--- src/rtl/mem_access_unit_pkg.sv ---
// Shared definitions for mem_access_unit: access size codes, FSM state
// encodings, data-memory depth and the misalignment predicate.
package mem_access_unit_pkg;

  localparam logic [1:0] SZ_BYTE = 2'b00;
  localparam logic [1:0] SZ_HALF = 2'b01;
  localparam logic [1:0] SZ_WORD = 2'b10;
  localparam logic [1:0] SZ_RSVD = 2'b11;

  localparam logic [2:0] ST_IDLE   = 3'd0;
  localparam logic [2:0] ST_LOAD   = 3'd1;
  localparam logic [2:0] ST_STORE  = 3'd2;
  localparam logic [2:0] ST_RMW_RD = 3'd3;
  localparam logic [2:0] ST_RMW_WR = 3'd4;
  localparam logic [2:0] ST_RESP   = 3'd5;

  localparam int unsigned DMEM_SIZE = 1024;

  // Reserved size 11 is a word access, so it shares the word alignment rule.
  function automatic logic is_misaligned(input logic [1:0] size, input logic [1:0] lo);
    logic mis;
    unique case (size)
      SZ_BYTE: mis = 1'b0;
      SZ_HALF: mis = lo[0];
      default: mis = |lo;
    endcase
    return mis;
  endfunction

endpackage

--- src/rtl/mem_access_unit_lane_align.sv ---
// lane_align: little-endian lane extract with sign/zero extension (merge=0)
// or lane merge of data into word (merge=1). Purely combinational.
module lane_align
  import mem_access_unit_pkg::*;
(
  input  logic        merge,
  input  logic [31:0] word,
  input  logic [31:0] data,
  input  logic [1:0]  lane,
  input  logic [1:0]  size,
  input  logic        sign_ext,
  output logic [31:0] result
);

  logic [7:0]  byte_v;
  logic [15:0] half_v;
  logic [31:0] ext_v;
  logic [31:0] merged_v;

  always_comb begin
    unique case (lane)
      2'd0:    byte_v = word[7:0];
      2'd1:    byte_v = word[15:8];
      2'd2:    byte_v = word[23:16];
      default: byte_v = word[31:24];
    endcase
    half_v = lane[1] ? word[31:16] : word[15:0];

    unique case (size)
      SZ_BYTE: ext_v = {{24{sign_ext & byte_v[7]}}, byte_v};
      SZ_HALF: ext_v = {{16{sign_ext & half_v[15]}}, half_v};
      default: ext_v = word;
    endcase

    // lane[0] is ignored for halves, so unaligned halves land on addr[1]
    merged_v = word;
    unique case (size)
      SZ_BYTE: begin
        unique case (lane)
          2'd0:    merged_v[7:0]   = data[7:0];
          2'd1:    merged_v[15:8]  = data[7:0];
          2'd2:    merged_v[23:16] = data[7:0];
          default: merged_v[31:24] = data[7:0];
        endcase
      end
      SZ_HALF: begin
        if (lane[1]) merged_v[31:16] = data[15:0];
        else         merged_v[15:0]  = data[15:0];
      end
      default: merged_v = data;
    endcase

    result = merge ? merged_v : ext_v;
  end

endmodule

--- src/rtl/mem_access_unit.sv ---
// mem_access_unit: load/store sequencer in front of a word-wide d_mem, with
// read-modify-write for sub-word stores. Optional misaligned-access trap
// enabled by defining MEM_ACCESS_MISALIGN_TRAP_EN.
module mem_access_unit
  import mem_access_unit_pkg::*;
#(
  parameter int ADDR_W = 32
) (
  input  logic              clock,
  input  logic              reset,
  input  logic              req,
  input  logic              we,
  input  logic [1:0]        size,
  input  logic              sign_ext,
  input  logic [ADDR_W-1:0] addr,
  input  logic [31:0]       wdata,
  output logic              busy,
  output logic              done,
  output logic [31:0]       rdata,
`ifdef MEM_ACCESS_MISALIGN_TRAP_EN
  output logic              misalign,
`endif
  output logic              mem_read,
  output logic              mem_write,
  output logic [ADDR_W-1:0] mem_addr,
  output logic [31:0]       mem_wdata,
  input  logic [31:0]       mem_rdata
);

  logic [2:0]        state_q,  state_d;
  logic [ADDR_W-1:0] addr_q,   addr_d;
  logic [1:0]        size_q,   size_d;
  logic              sext_q,   sext_d;
  logic [31:0]       wdata_q,  wdata_d;
  logic [31:0]       merged_q, merged_d;
  logic [31:0]       rdata_q,  rdata_d;
`ifdef MEM_ACCESS_MISALIGN_TRAP_EN
  logic              mis_q,    mis_d;
`endif

  logic [31:0] load_lane;
  logic [31:0] merge_lane;
  logic        mem_cycle;

  lane_align u_load_align (
    .merge    (1'b0),
    .word     (mem_rdata),
    .data     (wdata_q),
    .lane     (addr_q[1:0]),
    .size     (size_q),
    .sign_ext (sext_q),
    .result   (load_lane)
  );

  lane_align u_merge_align (
    .merge    (1'b1),
    .word     (mem_rdata),
    .data     (wdata_q),
    .lane     (addr_q[1:0]),
    .size     (size_q),
    .sign_ext (sext_q),
    .result   (merge_lane)
  );

  always_comb begin
    state_d  = state_q;
    addr_d   = addr_q;
    size_d   = size_q;
    sext_d   = sext_q;
    wdata_d  = wdata_q;
    merged_d = merged_q;
    rdata_d  = rdata_q;
`ifdef MEM_ACCESS_MISALIGN_TRAP_EN
    mis_d    = mis_q;
`endif
    unique case (state_q)
      ST_IDLE, ST_RESP: begin
        state_d = ST_IDLE;
        if (req) begin
          addr_d  = addr;
          size_d  = size;
          sext_d  = sign_ext;
          wdata_d = wdata;
          if (!we)          state_d = ST_LOAD;
          else if (size[1]) state_d = ST_STORE;
          else              state_d = ST_RMW_RD;
`ifdef MEM_ACCESS_MISALIGN_TRAP_EN
          mis_d = is_misaligned(size, addr[1:0]);
          if (mis_d) state_d = ST_RESP;
`endif
        end
      end
      ST_LOAD: begin
        rdata_d = load_lane;
        state_d = ST_RESP;
      end
      ST_STORE:  state_d = ST_RESP;
      ST_RMW_RD: begin
        merged_d = merge_lane;
        state_d  = ST_RMW_WR;
      end
      ST_RMW_WR: state_d = ST_RESP;
      default:   state_d = ST_IDLE;
    endcase
  end

  always_ff @(posedge clock) begin
    if (reset) begin
      state_q <= ST_IDLE;
      rdata_q <= '0;
`ifdef MEM_ACCESS_MISALIGN_TRAP_EN
      mis_q   <= 1'b0;
`endif
    end else begin
      state_q <= state_d;
      rdata_q <= rdata_d;
`ifdef MEM_ACCESS_MISALIGN_TRAP_EN
      mis_q   <= mis_d;
`endif
    end
  end

  always_ff @(posedge clock) begin
    addr_q   <= addr_d;
    size_q   <= size_d;
    sext_q   <= sext_d;
    wdata_q  <= wdata_d;
    merged_q <= merged_d;
  end

  // Strobes are gated by reset so an interrupted store/RMW never writes.
  always_comb begin
    mem_cycle = (state_q == ST_LOAD)   || (state_q == ST_STORE) ||
                (state_q == ST_RMW_RD) || (state_q == ST_RMW_WR);
    busy      = (state_q != ST_IDLE) && (state_q != ST_RESP);
    done      = (state_q == ST_RESP);
    mem_read  = !reset && ((state_q == ST_LOAD)  || (state_q == ST_RMW_RD));
    mem_write = !reset && ((state_q == ST_STORE) || (state_q == ST_RMW_WR));
    mem_addr  = mem_cycle ? {addr_q[ADDR_W-1:2], 2'b00} : '0;
    unique case (state_q)
      ST_STORE:  mem_wdata = wdata_q;
      ST_RMW_WR: mem_wdata = merged_q;
      default:   mem_wdata = '0;
    endcase
  end

  assign rdata = rdata_q;
`ifdef MEM_ACCESS_MISALIGN_TRAP_EN
  assign misalign = done & mis_q;
`endif

endmodule

--- config.mk ---
export PLATFORM = sky130hd
export DESIGN_NAME = mem_access_unit
export DESIGN_NICKNAME = d
export VERILOG_FILES = /design/src/rtl/mem_access_unit_pkg.sv /design/src/rtl/mem_access_unit_lane_align.sv /design/src/rtl/mem_access_unit.sv
export SDC_FILE = /design/constraint.sdc
export NUM_CORES = 1
export LEC_CHECK = 0
export BUFFER_PORTS_ARGS = -buffer_cell sky130_fd_sc_hd__buf_2
export CORE_UTILIZATION = 40
export CTS_BUF_LIST = sky130_fd_sc_hd__clkbuf_2 sky130_fd_sc_hd__clkbuf_4 sky130_fd_sc_hd__clkbuf_8
export DETAILED_ROUTE_END_ITERATION = 10
export PLACE_DENSITY = 0.74
export SLEW_MARGIN = 20
export SYNTH_ARGS = -nofsm -noshare
export SYNTH_HDL_FRONTEND = slang
export SYNTH_SLANG_ARGS = --single-unit
--- constraint.sdc ---
create_clock -name clock -period 4.15 [get_ports clock]
set_input_delay 0.2075 -clock clock [delete_from_list [all_inputs] [get_ports clock]]
set_output_delay 0.2075 -clock clock [all_outputs]
set_load 0.02 [all_outputs]
==> results.md <==
* Final setup viols at 0
* Yosys top cell area share at 47.6%
* Crit path from: addr_q[1]
* Reg2reg start: addr_q[1]
* CTS buffer count at 17
* RSZ-0062 raised after global routing: false
* Seq/Total Area, Yosys at 58.8%
* Residual DRC count at 0
* Min Clock Period, post-route at 2.43 ns
* Critical path type: reg2reg
* Final Max Tran Viols at 0
* Syn Inst Count at 505
* # Post-CTS Setup Buffers at 0
* Most frequent cells in the layout: buf_2 (200), edfxtp_1 (99), dlygate4sd3_1 (67)
* Drt pass-1 iters at 6
* Final Util at 55.2%
* Initial antenna violation count at 2
* Vias/cell at 5.64
* Cells on Worst Hold Path at 2
* Initial DRC count at 519
* Ratio of cells with drive above 1 in the final layout at 35.2%
* Die area at 0.0161 mm^2
* Worst slack, placed at 1.78 ns
* CTS tree: yes
* Final wirelength at 19.1 mm
* Post-detailed-route count of antenna-violating nets at 0
* Chip width at 127 um
* Worst Tran Pin Value at 0.867 ns
* Crit path capture: merged_q[12]
* Htree depth at 4
* Syn avg cell area at 12.4 um^2
* Peak Freq at 411 MHz
* Most common cell after layout, fill and taps aside: buf_2
* Global-route wire length before repair at 29.2 mm
* Cell count of the worst reg-to-reg path at 4
* Lkg Pwr at 3.51 nW
* Main flop type after synthesis: edfxtp_1
* Die Height at 127 um
* Area Overhead vs Synth at 34.4%
* Final Skew at 0.0153 ns
* Number of synthesized flops with an enable pin at 99
* Worst endpoint data arrival time at 2.63 ns
* Port bufs at 200
* Area contributors post-synth: edfxtp_1 (48%), dfxtp_1 (11%), a22o_1 (6.0%)
* Floorplan row count at 45
* DR WL/cell at 19.9 um
* Clock sinks at 134
* Final Hold Vio Count at 0
* Final GP Congestion at 0.884
* Nets at 859
* Yosys reg bits at 134
* Initial core utilization at 41.1%
* Startpoint Class: register
* Synth Warn # at 0
* Crit-path max FO at 24
* Clk Latency, worst-skew pair at 0.45 ns
* Relative slew slack at 42.2%
* Tcrit/Tclk final at 58.6%
* Largest area contributor in the netlist: edfxtp_1
* Core box area at 0.0152 mm^2
* Ports at 203
* Worst-path clk slew at 0.07 ns
* DP HPWL at 13.1 mm
* Hold Path Class: in2reg
* Synthesized area at 0.00624 mm^2
* Worst Setup End Kind: register
* Grt total ovfl at 0
* CP required at 4.34 ns
* Ant diodes at 0
* Max-Cap Viols at 0
* Clock Path Buffers at 2
* R2R Path End: merged_q[12]
* Cts hold-fix bufs at 67
* Post-synth ARST share at 0%
* Status: completed
* Vias in the first global route at 5342
* Yosys cell types at 47
* Total GRT Usage at 24.2%
* Pwr dens at 456 mW/mm^2
* Setup_tns at 0 ns
* Post-CTS Resized at 0
* Final Worst Setup Slack at 1.72 ns
* Largest net degree at the start of global routing at 67
* Maximum vdd ir drop at 0.310 mV
* Total number of vias at 5395
* CTS root buf: clkbuf_8
* Reg2reg setup slack at 1.72 ns
[layout make-up]
type / instances / area (um^2)
inverter: 12 / 45.0
tap: 188 / 235
fill: 1263 / 6810
sequential: 134 / 3670
multi-input combinational: 315 / 2260
clock inverter: 13 / 181
timing repair buffer: 276 / 1740
clock buffer: 19 / 255
[registers in the layout, indices dropped and copies added, names as in the netlist]
signal and flops:
sext_q 1, size_q 2, rdata 32, merged_q 32
state_q 3, wdata_q 32, addr_q 32
[layer usage]
layer / global-route usage [%] / wire length [um]
met5: 0 / 10
met1: 28.5 / 7520
met4: 9.24 / 593
met3: 8.48 / 1900
met2: 40.7 / 9050
[worst min-delay path by stage]
stage                   from          to  slack, ns
CTS                       we  state_q[1]      0.004
finish                    we  state_q[1]       0.03
global placement     addr[8]   addr_q[8]       0.38
global route              we  state_q[1]       0.01
floorplan            addr[0]   addr_q[0]       0.31
detailed placement  addr[29]  addr_q[29]       0.39
[cells by family after synthesis]
group | count (synthesis) | synth area share (%)
AOI/OAI and AO/OA | 149 | 20.1
buffers and inverters | 57 | 5.15
other | 1 | 0.0601
xor gates and xnor gates | 1 | 0.140
and+or+nand+nor | 138 | 11.5
muxes | 25 | 4.27
DFF | 134 | 58.8
[worst max-delay path, stage by stage (launching register included)]
cell	delay, ns
edfxtp_1	0.92
inv_1	0.33
a21o_1	0.43
a222oi_1	0.44
inv_1	0.07
[stage by stage]
stage | total power [mW] | cell area (um^2) | hold slack (ns) | std cells
2_1_floorplan | 2.30 | 6250 | 0.306 | 506
4_1_cts | 3.83 | 8390 | 0.00439 | 957
3_5_place_dp | 2.60 | 7280 | 0.386 | 858
3_3_place_gp | 2.57 | 7280 | 0.384 | 858
5_1_grt | 3.98 | 8390 | 0.0133 | 957
6_report | 3.83 | 8390 | 0.0274 | 957
[Yosys cell counts (all sizes together) (2+ instances only)]
master,count
o21ai,17
a21o,3
clkbuf,15
a221oi,15
edfxtp,99
o41ai,3
nor2b,4
nand2b,4
nor3b,2
a22oi,8
nor3,6
inv,12
mux2i,12
or2,2
nor2,39
nand2,43
buf,30
mux2,13
a211oi,8
a22o,43
and2,32
a21oi,4
a311o,16
a41oi,16
o31ai,4
a222oi,8
nand3b,5
dfxtp,35
[power breakdown]
group,switching [mW],total (mW),internal [mW]
logic,0.581,0.952,0.371
registers,0.0930,1.68,1.59
clock network,0.519,1.19,0.675
No activity file was read; power rests on OpenSTA's default activity.
